File: src/rtl/waveform_accumulator.sv
// Trigger-synchronous waveform averager: sums N fixed-length records point-by-point
// into an accumulator RAM, then streams the summed record out over valid/ready.
module waveform_accumulator #(
    parameter int DATA_W = 8,
    parameter int ACC_W  = 16,
    parameter int ADDR_W = 7,
    parameter int CNT_W  = 8
) (
    input  logic              clk,
    input  logic              rst,
    input  logic [DATA_W-1:0] sample_in,
    input  logic              trig,
    input  logic              start,
    input  logic              abort,
    input  logic [ADDR_W-1:0] record_len,
    input  logic [CNT_W-1:0]  num_events,
    output logic [ACC_W-1:0]  out_data,
    output logic              out_valid,
    input  logic              out_ready,
    output logic              out_last,
    output logic              busy,
    output logic              done,
    output logic              overflow,
    output logic [CNT_W-1:0]  events_captured
);

    localparam int DEPTH = 2 ** ADDR_W;
    localparam int PAD_W = ACC_W + 1 - DATA_W;

    localparam logic [2:0] S_IDLE    = 3'd0;
    localparam logic [2:0] S_ARMED   = 3'd1;
    localparam logic [2:0] S_CAPTURE = 3'd2;
    localparam logic [2:0] S_CHECK   = 3'd3;
    localparam logic [2:0] S_DRAIN   = 3'd4;

    localparam logic [ACC_W:0]  SAT_LIMIT = {1'b0, {ACC_W{1'b1}}};
    localparam logic [ADDR_W:0] LEN_FULL  = {1'b1, {ADDR_W{1'b0}}};

    logic [2:0]        state_reg;
    logic [ADDR_W:0]   len_reg;
    logic [CNT_W-1:0]  nev_reg;
    logic [ADDR_W:0]   cap_idx_reg;
    logic [ADDR_W:0]   drain_idx_reg;
    logic              wr_pending_reg;
    logic              wr_first_reg;
    logic [ADDR_W-1:0] wr_addr_reg;
    logic [DATA_W-1:0] wr_sample_reg;
    logic [ACC_W-1:0]  rd_data_reg;
    logic              out_valid_reg;
    logic              out_last_reg;
    logic              done_reg;
    logic              overflow_reg;
    logic [CNT_W-1:0]  events_reg;

    logic [ACC_W-1:0]  acc_ram [0:DEPTH-1];

    logic              cap_point;
    logic              drain_adv;
    logic              rd_en;
    logic [ADDR_W-1:0] rd_addr;
    logic [ACC_W:0]    sum_next;
    logic              sat_next;
    logic [ACC_W-1:0]  wr_data_next;
    logic [CNT_W-1:0]  events_next;
    logic [ADDR_W:0]   len_in;
    logic [CNT_W-1:0]  nev_in;

    assign len_in      = (record_len == '0) ? LEN_FULL : {1'b0, record_len};
    assign nev_in      = (num_events == '0) ? CNT_W'(1) : num_events;
    assign events_next = events_reg + CNT_W'(1);

    assign cap_point = ((state_reg == S_ARMED) && trig) || (state_reg == S_CAPTURE);
    assign drain_adv = (state_reg == S_DRAIN) && (!out_valid_reg || out_ready)
                       && (drain_idx_reg < len_reg);
    assign rd_en     = cap_point || drain_adv;

    always_comb begin
        rd_addr = cap_idx_reg[ADDR_W-1:0];
        if (state_reg == S_DRAIN)
            rd_addr = drain_idx_reg[ADDR_W-1:0];
        else if (state_reg == S_ARMED)
            rd_addr = '0;
    end

    // Second half of the read-modify-write: the RAM word read last cycle meets its sample.
    always_comb begin
        sum_next = {{PAD_W{1'b0}}, wr_sample_reg};
        if (!wr_first_reg)
            sum_next = {1'b0, rd_data_reg} + {{PAD_W{1'b0}}, wr_sample_reg};
        sat_next     = (sum_next > SAT_LIMIT);
        wr_data_next = sat_next ? {ACC_W{1'b1}} : sum_next[ACC_W-1:0];
    end

    always_ff @(posedge clk) begin
        if (wr_pending_reg)
            acc_ram[wr_addr_reg] <= wr_data_next;
    end

    // Read enable doubles as the output hold during DRAIN backpressure.
    always_ff @(posedge clk) begin
        if (rst)
            rd_data_reg <= '0;
        else if (rd_en)
            rd_data_reg <= acc_ram[rd_addr];
    end

    always_ff @(posedge clk) begin
        if (rst) begin
            state_reg      <= S_IDLE;
            len_reg        <= '0;
            nev_reg        <= '0;
            cap_idx_reg    <= '0;
            drain_idx_reg  <= '0;
            wr_pending_reg <= 1'b0;
            wr_first_reg   <= 1'b0;
            wr_addr_reg    <= '0;
            wr_sample_reg  <= '0;
            out_valid_reg  <= 1'b0;
            out_last_reg   <= 1'b0;
            done_reg       <= 1'b0;
            overflow_reg   <= 1'b0;
            events_reg     <= '0;
        end else begin
            done_reg       <= 1'b0;
            wr_pending_reg <= 1'b0;
            if (wr_pending_reg && sat_next)
                overflow_reg <= 1'b1;

            if (abort && (state_reg != S_IDLE)) begin
                state_reg     <= S_IDLE;
                out_valid_reg <= 1'b0;
                out_last_reg  <= 1'b0;
            end else begin
                case (state_reg)
                    S_IDLE: begin
                        if (start && !abort) begin
                            len_reg      <= len_in;
                            nev_reg      <= nev_in;
                            overflow_reg <= 1'b0;
                            events_reg   <= '0;
                            state_reg    <= S_ARMED;
                        end
                    end
                    S_ARMED: begin
                        if (trig) begin
                            wr_pending_reg <= 1'b1;
                            wr_addr_reg    <= '0;
                            wr_first_reg   <= (events_reg == '0);
                            wr_sample_reg  <= sample_in;
                            cap_idx_reg    <= (ADDR_W+1)'(1);
                            state_reg      <= (len_reg == (ADDR_W+1)'(1)) ? S_CHECK : S_CAPTURE;
                        end
                    end
                    S_CAPTURE: begin
                        wr_pending_reg <= 1'b1;
                        wr_addr_reg    <= cap_idx_reg[ADDR_W-1:0];
                        wr_first_reg   <= (events_reg == '0);
                        wr_sample_reg  <= sample_in;
                        cap_idx_reg    <= cap_idx_reg + (ADDR_W+1)'(1);
                        if (cap_idx_reg == len_reg - (ADDR_W+1)'(1))
                            state_reg <= S_CHECK;
                    end
                    S_CHECK: begin
                        events_reg <= events_next;
                        if (events_next == nev_reg) begin
                            drain_idx_reg <= '0;
                            state_reg     <= S_DRAIN;
                        end else begin
                            state_reg <= S_ARMED;
                        end
                    end
                    S_DRAIN: begin
                        if (drain_adv) begin
                            drain_idx_reg <= drain_idx_reg + (ADDR_W+1)'(1);
                            out_valid_reg <= 1'b1;
                            out_last_reg  <= (drain_idx_reg == len_reg - (ADDR_W+1)'(1));
                        end else if (out_valid_reg && out_ready) begin
                            out_valid_reg <= 1'b0;
                            out_last_reg  <= 1'b0;
                            done_reg      <= 1'b1;
                            state_reg     <= S_IDLE;
                        end
                    end
                    default: state_reg <= S_IDLE;
                endcase
            end
        end
    end

    assign out_data        = out_valid_reg ? rd_data_reg : '0;
    assign out_valid       = out_valid_reg;
    assign out_last        = out_last_reg;
    assign busy            = (state_reg != S_IDLE);
    assign done            = done_reg;
    assign overflow        = overflow_reg;
    assign events_captured = events_reg;

endmodule

File: config.mk
export PLATFORM = sky130hd
export DESIGN_NAME = waveform_accumulator
export DESIGN_NICKNAME = d
export VERILOG_FILES = /design/src/rtl/waveform_accumulator.sv
export SDC_FILE = /design/constraint.sdc
export NUM_CORES = 2
export LEC_CHECK = 0
export CORE_AREA = 2 2 848 428
export CTS_CLUSTER_DIAMETER = 80
export DETAILED_ROUTE_END_ITERATION = 7
export DIE_AREA = 0 0 850 430
export PLACE_DENSITY_LB_ADDON = 0.25
export SYNTH_ARGS = -nofsm -noshare
export SYNTH_HDL_FRONTEND = slang
export SYNTH_SLANG_ARGS = --single-unit
File: constraint.sdc
create_clock -name clk -period 24.3 [get_ports clk]
set_input_delay 4.86 -clock clk [delete_from_list [all_inputs] [get_ports clk]]
set_output_delay 4.86 -clock clk [all_outputs]
set_load 0.02 [all_outputs]
==> metrics.csv <==
stage,metric,value,unit
status,outcome,"complete, no violations",
layout,regArea,63100,um2
synth,synth_nets,6631,
timing,setup_viol,0,
global_route,grt.total_usage,17.7,%
synth,synth.distinct_cells,80,
synth,syn_inst,6579,
placed_design,dp_hpwl,211,mm
synth,synth_warnings,0,
synth,synth-edff-count,2048,
min_path,hold_depth,2,
clock_network,clock_latency,0.88,ns
timing,fin_crit_sh,30.9,%
timing,timing.hold.ws,0.491,ns
global_route,top_usage_layer,met1,
layout,drive_gt1_share,10.4,%
critical_path,crit_path_start,state_reg[0],
layout,nFillCells,36700,
timing,worstMarginPinSlew,1.46,ns
synth,async_reset_ff_share,0,%
min_path,min_from,len_reg[7],
job,cap_viol_max_count,0,
layout,final_common_cell,edfxtp_1,
clock_network,numCtsBuffers,187,
layout,area_delta_synth_final,15.7,%
clock_network,clockBufferDepth,4,
clock_network,cts_hold_buf,0,
detailed_routing,drt_iter0_markers,8983,
detailed_routing,drt-wirelength-per-cell,28.9,um
detailed_routing,first_pass_iters,6,
detailed_routing,via_per_inst,4.98,
timing,rsz0062_at_grt,no,
critical_path,start_kind,register,
critical_path,critical_path_class,reg2out,
critical_path,required,19.44,ns
clock_network,cts_resized,0,
synth,synthesis.area,85600,um2
power,power_density,75.2,nW/um2
clock_network,cts_tree,yes,
critical_path,reg2reg_from,state_reg[1],
power,power,7440,uW
timing,final_max_slew_viol_count,0,
clock_network,clock_sinks,2128,
clock_network,clkSlewWorstSetupHoldPaths,0.07,ns
power,vdd_ir_drop_max,51.2,uV
global_route,grt-ovfl-total,0,
placed_design,gp_congestion,0.922,
critical_path,r2r_slack,16.92,ns
timing,slew_headroom,2.45,%
placed_design,port_buffers,57,
clock_network,root_buffer,clkbuf_16,
synth,ys_seq_elements,2128,
critical_path,r2r-end,rd_data_reg[3],
die,die_h,430,um
timing,fmax,133,MHz
global_route,grt_max_degree,146,
die,ios,58,
min_path,hold_class,reg2reg,
global_route,use_met1,28.1,%
global_route,grt_pass1_vias,52700,
power,power.leakage,0.0326,uW
min_path,whs_endpoint,len_reg[7],
clock_network,post_cts_buffers,0,
die,die-area,366000,um2
timing,worst_clock_skew,0.0859,ns
timing,period_minus_slack,7.52,ns
global_route,grt_pass1_wl,457,mm
clock_network,h-tree-depth,4,
die,die_w,850,um
global_route,antenna_found_initial,25,
die,coreArea,359000,um2
critical_path,arrival,2.66,ns
synth,postSynthAreaPerCell,13.0,um2
layout,finalNetCount,6756,
detailed_routing,ant_nets,0,
synth,synth-seq-area-share,73.7,%
die,start_util,23.9,%
detailed_routing,via_count,58100,
detailed_routing,drc_errors,0,
global_route,use_met2,21.3,%
layout,largest_reg_flops,2048,
die,rows,156,
detailed_routing,wl,337,mm
critical_path,path_max_fanout,20,
critical_path,cp-end-kind,output pin,
layout,most-common-layout-cells,"edfxtp_1, nand2_1, nand3_1",
critical_path,worstRegToRegCells,14,
synth,synthFlopType,edfxtp_1,
global_route,use_met3,8.61,%
timing,report.final.hold_viol_count,0,
layout,multiInputGateArea,21200,um2
timing,tns,0,ns
==> worst max-delay path, stage by stage (launching register included) <==
cell and delay [ns]:
dfxtp_1 0.90, or3_1 0.27, clkdlybuf4s50_1 0.63
==> Yosys cell counts (10+ instances only) <==
cell	n	share of area (%)
nand4_1	95	0.69
o2111ai_1	18	0.18
o211ai_1	13	0.11
nor2_1	223	0.98
a221oi_1	13	0.13
o21ai_0	47	0.27
dfxtp_1	80	1.9
nor4_1	23	0.17
and2_1	20	0.15
mux2i_1	138	1.6
o22ai_1	10	0.073
a211oi_1	17	0.15
a31oi_1	124	0.91
xor2_1	26	0.27
xnor2_1	20	0.20
a32oi_1	101	1.0
nor2b_1	15	0.11
a22oi_1	14	0.12
a21oi_1	91	0.53
clkbuf_1	98	0.43
nor3_1	65	0.38
buf_2	257	1.5
nand3_1	706	4.1
and3_1	123	0.90
ha_1	22	0.32
inv_1	26	0.11
buf_4	28	0.25
nand2_1	1881	8.2
edfxtp_1	2048	72
a311oi_1	96	0.98
buf_1	26	0.11
==> how the worst max path moves through the flow <==
stage | end | slack [ns]
after floorplan | acc_ram[0][13] | 15.46
after global placement | rd_data_reg[9] | 16.08
after detailed placement | rd_data_reg[5] | 16.13
after CTS | busy | 16.76
after global routing | rd_data_reg[3] | 16.52
final | busy | 16.78
==> cell type report <==
class	count	area share, %
Sequential cell	2128	63.7
Tap cell	4819	6.09
Antenna cell	4	0.0101
Inverter	26	0.0985
Clock buffer	236	5.00
Multi-Input combinational cell	4015	21.4
Timing Repair Buffer	346	2.88
Clock inverter	93	0.793
==> cells by family (layout without fill, tap and decap cells) <==
group,Yosys count,in the layout,share of synthesized area (%)
compound gates,618,618,5.32
xor+xnor,46,46,0.471
fa+ha+maj,23,23,0.345
buf+inv,436,701,2.42
flops,2128,2128,73.7
mux,140,140,1.65
other cells,0,4,0
simple gates,3188,3188,16.1
==> layer usage <==
layer  up-vias  part of all wire (%)
li1      24600                     -
met1     30000                    47
met2      3155                    36
met3       327                    16
met4         8                   1.4
met5         -                 0.015
==> power breakdown <==
| group | internal, uW | total [uW] | switching [uW] |
|---|---|---|---|
| sequential | 4090 | 4110 | 12.5 |
| combinational | 66.1 | 347 | 281 |
| clock | 1570 | 2990 | 1420 |
==> per-stage QoR <==
step | util, % | setup WS (ns) | cells | area (um2)
global placement | 26.0 | 16.08 | 11300 | 93300
CTS | 27.6 | 16.76 | 11700 | 99000
floorplan | - | 15.46 | 6579 | 85600
global route | 27.6 | 16.52 | 11700 | 99100
finish | 27.6 | 16.78 | 11700 | 99100
detailed placement | 26.0 | 16.13 | 11300 | 93300
No activity file was read; power rests on OpenSTA's default activity.
